--- src/rtl/lsu_pkg.sv ---
// Shared definitions for the load/store unit: funct3 codes, FSM states and lane widths.
package lsu_pkg;

  localparam logic [2:0] F3_B  = 3'b000;
  localparam logic [2:0] F3_H  = 3'b001;
  localparam logic [2:0] F3_W  = 3'b010;
  localparam logic [2:0] F3_BU = 3'b100;
  localparam logic [2:0] F3_HU = 3'b101;

  localparam int BYTE_W = 8;
  localparam int HALF_W = 16;

  typedef enum logic [1:0] {
    S_IDLE = 2'd0,
    S_RD   = 2'd1,
    S_WR   = 2'd2,
    S_RESP = 2'd3
  } state_t;

  // Unsigned byte/halfword variants only exist for loads.
  function automatic logic f3_illegal(input logic we, input logic [2:0] f3);
    return (f3 == 3'b011) || (f3 == 3'b110) || (f3 == 3'b111) || (we && f3[2]);
  endfunction

endpackage

--- src/rtl/lsu_align.sv ---
// Combinational lane logic: load extract/extend and sub-word store merge.
module lsu_align
  import lsu_pkg::*;
#(
  parameter int WIDTH = 32
) (
  input  logic [WIDTH-1:0] word,
  input  logic [WIDTH-1:0] wdata,
  input  logic [1:0]       lane,
  input  logic [2:0]       funct3,
  output logic [WIDTH-1:0] rdata,
  output logic [WIDTH-1:0] merged
);

  logic [BYTE_W-1:0] byte_sel;
  logic [HALF_W-1:0] half_sel;

  always_comb begin
    byte_sel = word[{lane, 3'b000} +: BYTE_W];
    half_sel = word[{lane[1], 4'b0000} +: HALF_W];

    rdata = word;
    case (funct3)
      F3_B:    rdata = {{(WIDTH-BYTE_W){byte_sel[BYTE_W-1]}}, byte_sel};
      F3_BU:   rdata = {{(WIDTH-BYTE_W){1'b0}}, byte_sel};
      F3_H:    rdata = {{(WIDTH-HALF_W){half_sel[HALF_W-1]}}, half_sel};
      F3_HU:   rdata = {{(WIDTH-HALF_W){1'b0}}, half_sel};
      default: rdata = word;
    endcase

    // Word stores ignore the captured word entirely.
    merged = wdata;
    case (funct3)
      F3_B: begin
        merged = word;
        merged[{lane, 3'b000} +: BYTE_W] = wdata[BYTE_W-1:0];
      end
      F3_H: begin
        merged = word;
        merged[{lane[1], 4'b0000} +: HALF_W] = wdata[HALF_W-1:0];
      end
      default: merged = wdata;
    endcase
  end

endmodule

--- src/rtl/lsu_engine.sv ---
// Load/store unit FSM: request latch, memory read/RMW sequencing, response handshake.
// Define LSU_MISALIGN_TRAP_EN to report misaligned H/W accesses as errors instead of aligning them down.
module lsu_engine
  import lsu_pkg::*;
#(
  parameter int WIDTH = 32
) (
  input  logic             clk,
  input  logic             rst,
  input  logic             req_valid,
  output logic             req_ready,
  input  logic             req_we,
  input  logic [2:0]       req_funct3,
  input  logic [WIDTH-1:0] req_addr,
  input  logic [WIDTH-1:0] req_wdata,
  output logic             rsp_valid,
  input  logic             rsp_ready,
  output logic [WIDTH-1:0] rsp_rdata,
  output logic             rsp_err,
  output logic             mem_read_en,
  output logic             mem_write_en,
  output logic [WIDTH-1:0] mem_addr,
  output logic [WIDTH-1:0] mem_wdata,
  input  logic [WIDTH-1:0] mem_rdata
);

  state_t           state;
  logic             we_q;
  logic [2:0]       funct3_q;
  logic [WIDTH-1:0] addr_q;
  logic [WIDTH-1:0] wdata_q;
  logic [WIDTH-1:0] word_q;
  logic             err_q;

  logic             accept;
  logic             trap;
  logic [1:0]       lane_in;
  logic [WIDTH-1:0] load_data;
  logic [WIDTH-1:0] merged_word;

  assign accept = req_valid && req_ready;

  // An access is misaligned exactly when forcing its low bits changes them.
  always_comb begin
    lane_in = req_addr[1:0];
    case (req_funct3)
      F3_H, F3_HU: lane_in[0] = 1'b0;
      F3_W:        lane_in    = 2'b00;
      default:     lane_in    = req_addr[1:0];
    endcase
`ifdef LSU_MISALIGN_TRAP_EN
    trap = f3_illegal(req_we, req_funct3) || (lane_in != req_addr[1:0]);
`else
    trap = f3_illegal(req_we, req_funct3);
`endif
  end

  always_ff @(posedge clk) begin
    if (rst) begin
      state <= S_IDLE;
      err_q <= 1'b0;
    end else begin
      case (state)
        S_IDLE: begin
          if (accept) begin
            err_q <= trap;
            if (trap)
              state <= S_RESP;
            else if (req_we && req_funct3 == F3_W)
              state <= S_WR;
            else
              state <= S_RD;
          end
        end
        S_RD:    state <= we_q ? S_WR : S_RESP;
        S_WR:    state <= S_RESP;
        S_RESP:  if (rsp_ready) state <= S_IDLE;
        default: state <= S_IDLE;
      endcase
    end
  end

  // Datapath registers carry no reset; outputs are gated by state instead.
  always_ff @(posedge clk) begin
    if (accept) begin
      we_q     <= req_we;
      funct3_q <= req_funct3;
      addr_q   <= {req_addr[WIDTH-1:2], lane_in};
      wdata_q  <= req_wdata;
    end
    if (state == S_RD)
      word_q <= mem_rdata;
  end

  lsu_align #(.WIDTH(WIDTH)) u_align (
    .word   (word_q),
    .wdata  (wdata_q),
    .lane   (addr_q[1:0]),
    .funct3 (funct3_q),
    .rdata  (load_data),
    .merged (merged_word)
  );

  assign req_ready    = (state == S_IDLE) && !rst;
  assign mem_read_en  = (state == S_RD);
  assign mem_write_en = (state == S_WR);
  assign mem_addr     = (state == S_RD || state == S_WR) ? {2'b00, addr_q[WIDTH-1:2]} : '0;
  assign mem_wdata    = (state == S_WR) ? merged_word : '0;
  assign rsp_valid    = (state == S_RESP);
  assign rsp_err      = (state == S_RESP) && err_q;
  assign rsp_rdata    = (state == S_RESP && !err_q && !we_q) ? load_data : '0;

endmodule

--- config.mk ---
export PLATFORM = sky130hd
export DESIGN_NAME = lsu_engine
export DESIGN_NICKNAME = d
export VERILOG_FILES = /design/src/rtl/lsu_pkg.sv /design/src/rtl/lsu_align.sv /design/src/rtl/lsu_engine.sv
export SDC_FILE = /design/constraint.sdc
export NUM_CORES = 1
export LEC_CHECK = 0
export CORE_MARGIN = 3
export CORE_UTILIZATION = 46
export CTS_CLUSTER_SIZE = 24
export DETAILED_ROUTE_END_ITERATION = 8
export GPL_TIMING_DRIVEN = 0
export PLACE_DENSITY = 0.9
export SKIP_CTS_REPAIR_TIMING = 1
export SYNTH_ARGS = -nofsm -noshare
export SYNTH_HDL_FRONTEND = slang
export SYNTH_SLANG_ARGS = --single-unit
--- constraint.sdc ---
create_clock -name clk -period 3.65 [get_ports clk]
set_clock_uncertainty 0.1 [all_clocks]
set_input_delay 0.9125 -clock clk [delete_from_list [all_inputs] [get_ports clk]]
set_output_delay 0.9125 -clock clk [all_outputs]
set_load 0.05 [all_outputs]
== After elaboration in Yosys (flattened, before gate mapping) ==
Index checks and enable logic that the tools add are counted.

* Flip-flop bits (word level): 103
* Bits of input ports: 104
* Output and inout bits: 101
* Logic and storage cells: 63

* $add $sub $neg: 2
* Equal/unequal tests: 14
* Shift-type cells: 6
* Multiplexer cells: 13
* Reductions and logical operators: 19

{| class="wikitable"
|+ Operator list
! cell !! count
|-
| $pmux W32 S4 || 1
|-
| $bwmux W32 || 2
|-
| $mux W32 || 2
|-
| $pmux W32 S2 || 1
|-
| $shift A16 B7 Y32 const A || 1
|-
| $shift A8 B7 Y32 const A || 1
|-
| $shiftx A16 B7 Y32 || 1
|-
| $shiftx A32 B6 Y16 || 1
|-
| $shiftx A32 B6 Y8 || 1
|-
| $shiftx A8 B7 Y32 || 1
|-
| $mux W30 || 1
|-
| $eq A3 B3 Y1 const B || 5
|-
| $neg A5 Y7 || 2
|-
| $mux W2 || 4
|-
| $pmux W2 S4 || 1
|-
| $logic_and A1 B1 Y1 || 7
|-
| $eq A3 B1 Y1 const B || 2
|-
| $eq A3 B2 Y1 const B || 2
|-
| $eq A2 B2 Y1 const B || 2
|-
| $logic_or A1 B1 Y1 || 4
|-
| $reduce_and A2 Y1 || 2
|-
| $logic_not A1 Y1 || 3
|-
| $logic_not A3 Y1 || 1
|-
| $reduce_or A3 Y1 || 1
|-
| other kinds (5) || 5
|}

== Depth between registers and ports, before layout ==
* Depth after elaboration: 7
* Gate-level depth with buffers: 8
* Mapped depth without buffers: 5

== Modules after synthesis ==
A second synthesis with hierarchy kept.

* Cells, all modules: 527
* Area, all modules: 5665.4 µm²

{| class="wikitable"
|+ Modules (own cells, without submodules)
! module !! instances !! cells each !! area each (µm²) !! sequential area each (µm²)
|-
| lsu_engine || 1 || 241 || 3936.3 || 3062.9
|-
| lsu_align || 1 || 286 || 1729.2 || 0.0
|}

== Worst setup path after synthesis ==
No wires, ideal clock.

* Path type: in2reg
* Start: input rst
* End: register addr_q[0], enable pin
* Library setup time: 0.433 ns
* Data arrival time: 3.356 ns
* Data required time: 3.117 ns
* Path slack: -0.239 ns
* Stages on the path: 2
* Path buffers: 0
* Path through: nor2b_1 -> and2_1

* Cells in the longest elaborated chain, start to end: 3

{| class="wikitable"
|+ Ends and longest elaborated chain
! what !! RTL line !! source
|-
| start, declared || lsu_engine.sv:9 || <nowiki>input logic rst,</nowiki>
|-
| $logic_not A1 Y1 || lsu_engine.sv:104 || <nowiki>assign req_ready = (state == S_IDLE) && !rst;</nowiki>
|-
| $logic_and A1 B1 Y1 || lsu_engine.sv:104 ||
|-
| $logic_and A1 B1 Y1 || lsu_engine.sv:41 || <nowiki>assign accept = req_valid && req_ready;</nowiki>
|-
| via accept || lsu_engine.sv:35 || <nowiki>logic accept;</nowiki>
|-
| end signal, assigned || lsu_engine.sv:88 || <nowiki>addr_q <= {req_addr[WIDTH-1:2], lane_in};</nowiki>
|-
| end, declared || lsu_engine.sv:30 || <nowiki>logic [WIDTH-1:0] addr_q;</nowiki>
|}

The timed path passes the listed nets, and every way through them passes these cells.
A chain may end at the register's enable or synchronous reset.

== Worst setup path in the final report ==
* Start: register addr_q[1]
* End: output mem_wdata[9]

* Cells in the longest elaborated chain, start to end: 5
* Elaborated cells on any way between the ends: 10
* Those cells by class: add/sub (2); shift (4); mux (4)

{| class="wikitable"
|+ Ends and longest elaborated chain
! what !! RTL line !! source
|-
| $neg A5 Y7, on equally long branches || lsu_align.sv:40, lsu_align.sv:36 ||
|-
| $shiftx A16 B7 Y32 (tied with other cells) || lsu_align.sv:40 || <nowiki>merged[{lane[1], 4'b0000} +: HALF_W] = wdata[HALF_W-1:0];</nowiki>
|-
| $bwmux W32, on equally long branches || lsu_align.sv:40, lsu_align.sv:36 ||
|-
| $pmux W32 S2 * || lsu_align.sv:33 || <nowiki>case (funct3)</nowiki>
|-
| $mux W32 * || lsu_engine.sv:108 || <nowiki>assign mem_wdata = (state == S_WR) ? merged_word : '0;</nowiki>
|-
| end, declared || lsu_engine.sv:23 || <nowiki>output logic [WIDTH-1:0] mem_wdata,</nowiki>
|}

Mark *: on every way between the ends. The rest lies on a longest branch, timed or not.

==> results_dict.tcl <==
set metrics [dict create \
    multi_input_area_um2 2545 \
    synth.avg_cell_area_um2 11.77 \
    setup.worst_path.class "reg2out" \
    grt_pass1_wl_um 30020 \
    wirelength_um 20220 \
    cts_sinks 103 \
    regArea_um2 3063 \
    timing.rr.start "state[1]$_SDFFE_PP0P_" \
    top_layer "met4" \
    status "complete, but fails checks" \
    rsz0062_at_grt "yes" \
    ir_drop_mv 0.6847 \
    p_sw_w 0.002681 \
    grt_start_max_net_pins 41 \
    synth_seq_area_share_pct 53.67 \
    timing.final.ws_setup_ns -0.008451 \
    ctsHtreeMaxLevel 3 \
    min_path_cells 2 \
    dp_hpwl_um 14840 \
    met2WireLength_um 9709 \
    grt_pass1_vias 5266 \
    hold_start "err_q$_SDFFE_PP0P_" \
    arrival_ns 2.65 \
    insertedDiodeCount 0 \
    clk_path_buf_depth 2 \
    syn_area_um2 5707 \
    wl_met3_um 2265 \
    avgRoutedWirePerCell_um 22.77 \
    final_nets 829 \
    synthFlopType "edfxtp_1" \
    drc 0 \
    clkTransAtPathRegs_ns 0.07 \
    total_leakage_power_nw 3.767 \
    power_w 0.005799 \
    synth_edf_count 100 \
    vias 5346 \
    seqPwrFrac_pct 30.7 \
    path_max_fanout 7 \
    r2r_end "wdata_q[11]$_DFFE_PP_" \
    cp-end-kind "primary output" \
    drv_cap 0 \
    antenna_found_initial 0 \
    p_per_area_nw_per_um2 676.6 \
    worst-slew-pin-transition_ns 0.7127 \
    viasPerCell 6.020 \
    die_width_um 117.4 \
    syn_inst 485 \
    worstHoldPathType "reg2reg" \
    crit_path_start_kind "flip-flop" \
    grtUsageTotal_pct 28.27 \
    cts_buffers 9 \
    max-slew-margin-rel_pct 52.49 \
    intPower_w 0.003118 \
    reg2reg_depth 5 \
    overflow 0 \
    fin_cells 888 \
    core_um2 12060 \
    ys_warn_count 0 \
    io_pins 205 \
    layout_min_cycle_time_ns 3.658 \
    p_clk_share_pct 17.5 \
    ys_types 46 \
    area_growth_pct 50.19 \
    hold_viol_final 0 \
    rows 40 \
    root_buffer "clkbuf_16" \
    drt-met1-wl_um 7604 \
    synth-seq-cells 103 \
    power.share.combinational_pct 51.8 \
    drt-initial-drc-count 459 \
    final_antenna_net_count 0 \
    hold_end "err_q$_SDFFE_PP0P_" \
    rrSetupSlack_ns 1.29 \
    placed_cells 857 \
    finalCritPeriodShare_pct 100.2 \
    cp_data_required_time_ns 2.64 \
    drt_pre_antenna_iters 5 \
    fp.dieH_um 117.4 \
    setup_violations 2 \
    die-area_um2 13780 \
    cts_tree "built" \
    synthArstFlopShare_pct 0 \
    start_util_pct 47.31 \
    switching_share_pct 46.23 \
    insertion_delay_ns 0.35 \
    drive_gt1_share_pct 21.53 \
    finalSetupTns_ns -0.01083 \
    fillers 830 \
    violations "negative setup slack" \
    fmax_ghz 0.2733 \
    gp_congestion 0.9319 \
    slew_viol_final 0 \
    port_buffers 202 \
]
-- flip-flops by register name, indices dropped and copies added, names as in the netlist --
name,cells
addr_q,32
state,2
we_q,1
word_q,32
funct3_q,3
wdata_q,32
err_q,1
-- layout by cell type, fill, tap and decap left out, types with 18 or more instances in the layout --
master and count:
a21oi_1 18, a221oi_1 18, and2_1 31, buf_4 29
clkbuf_1 20, clkbuf_2 20, clkdlybuf4s50_1 108, dlymetal6s2s_1 52
edfxtp_1 100, mux2_2 18, nand2b_1 20, o21ai_0 34
-- critical path, stage by stage (launching register included) --
cell and delay [ns]:
edfxtp_1 0.35, buf_4 0.12, buf_6 0.11, buf_8 0.10, clkinvlp_4 0.13, ha_4 0.33, nor4b_4 0.21, buf_4 0.17
buf_4 0.11, buf_6 0.12, nand3_1 0.07, a31oi_1 0.21, buf_4 0.24
-- how the worst max path moves through the flow --
stage / cells after the start / start / slack, ns / end
2_1_floorplan: 7 / addr_q[1]$_SDFFCE_PN0P_ / 0.03 / mem_wdata[0]
3_3_place_gp: 9 / addr_q[1]$_SDFFCE_PN0P_ / -0.75 / mem_wdata[23]
3_5_place_dp: 9 / addr_q[1]$_SDFFCE_PN0P_ / -0.76 / mem_wdata[23]
4_1_cts: 9 / addr_q[1]$_SDFFCE_PN0P_ / -1.17 / mem_wdata[23]
5_1_grt: 12 / addr_q[1]$_SDFFCE_PN0P_ / -0.08 / mem_wdata[20]
6_report: 12 / addr_q[1]$_SDFFCE_PN0P_ / -0.008 / mem_wdata[9]
-- power groups by stage --
stage          registers (W)  clock network (W)  logic [W]
6_report             0.00178            0.00101    0.00301
5_1_grt              0.00178            0.00108    0.00316
4_1_cts              0.00177            0.00103    0.00302
3_5_place_dp         0.00179                  0    0.00300
3_3_place_gp         0.00180                  0    0.00294
2_1_floorplan        0.00168                  0    0.00201
-- area by class of cell --
| type | count | share of cell area [%] |
|---|---|---|
| multi-input cells | 327 | 29.69 |
| flip-flops and latches | 103 | 35.74 |
| well taps | 168 | 2.453 |
| clock inverters | 6 | 0.9197 |
| plain buffers | 45 | 2.861 |
| inverters | 9 | 0.4380 |
| repair buffers | 220 | 25.11 |
| clock buffers | 10 | 2.788 |
-- stage by stage --
stage          util (%)  cell area [um^2]  setup WS (ns)  hold WS, ns
2_1_floorplan         -              5764        0.03177       0.4119
3_3_place_gp      66.30              7996        -0.7548       0.4478
3_5_place_dp      66.48              8019        -0.7645       0.4686
4_1_cts           69.12              8337         -1.166       0.4846
5_1_grt           71.06              8571       -0.08437       0.5370
6_report          71.06              8571      -0.008451       0.5072
-- routing by layer --
| layer | track usage (%) | up-vias |
|---|---|---|
| li1 | - | 2377 |
| met5 | 0 | - |
| met2 | 47.18 | 361 |
| met3 | 9.016 | 56 |
| met1 | 34.76 | 2552 |
| met4 | 9.824 | 0 |
-- cells by family (layout without fill, tap and decap cells) --
group	Yosys count	in the layout	share of synthesized area [%]
simple gates	148	148	16.20
other cells	1	2	0.06571
compound gates	140	140	16.29
buf+inv	56	290	4.473
mux	27	27	7.104
fa+ha+maj	10	10	2.193
flops	103	103	53.67
-- synthesized netlist by cell type, drive strengths merged, types with 9 or more instances --
library cell | number | area share (%)
a221oi | 18 | 2.8
buf | 23 | 2.3
mux2 | 18 | 3.6
a31oi | 16 | 1.8
o2bb2ai | 16 | 2.5
o21ai | 34 | 3.0
nand3 | 16 | 1.4
a21oi | 18 | 1.6
nor3 | 24 | 2.1
o22ai | 15 | 1.6
nand4 | 16 | 1.8
edfxtp | 100 | 53
and2 | 32 | 3.5
nor3b | 11 | 1.6
ha | 10 | 2.2
inv | 9 | 0.59
clkbuf | 24 | 1.6
nand2b | 20 | 2.2
(Power assumes the default switching activity.)
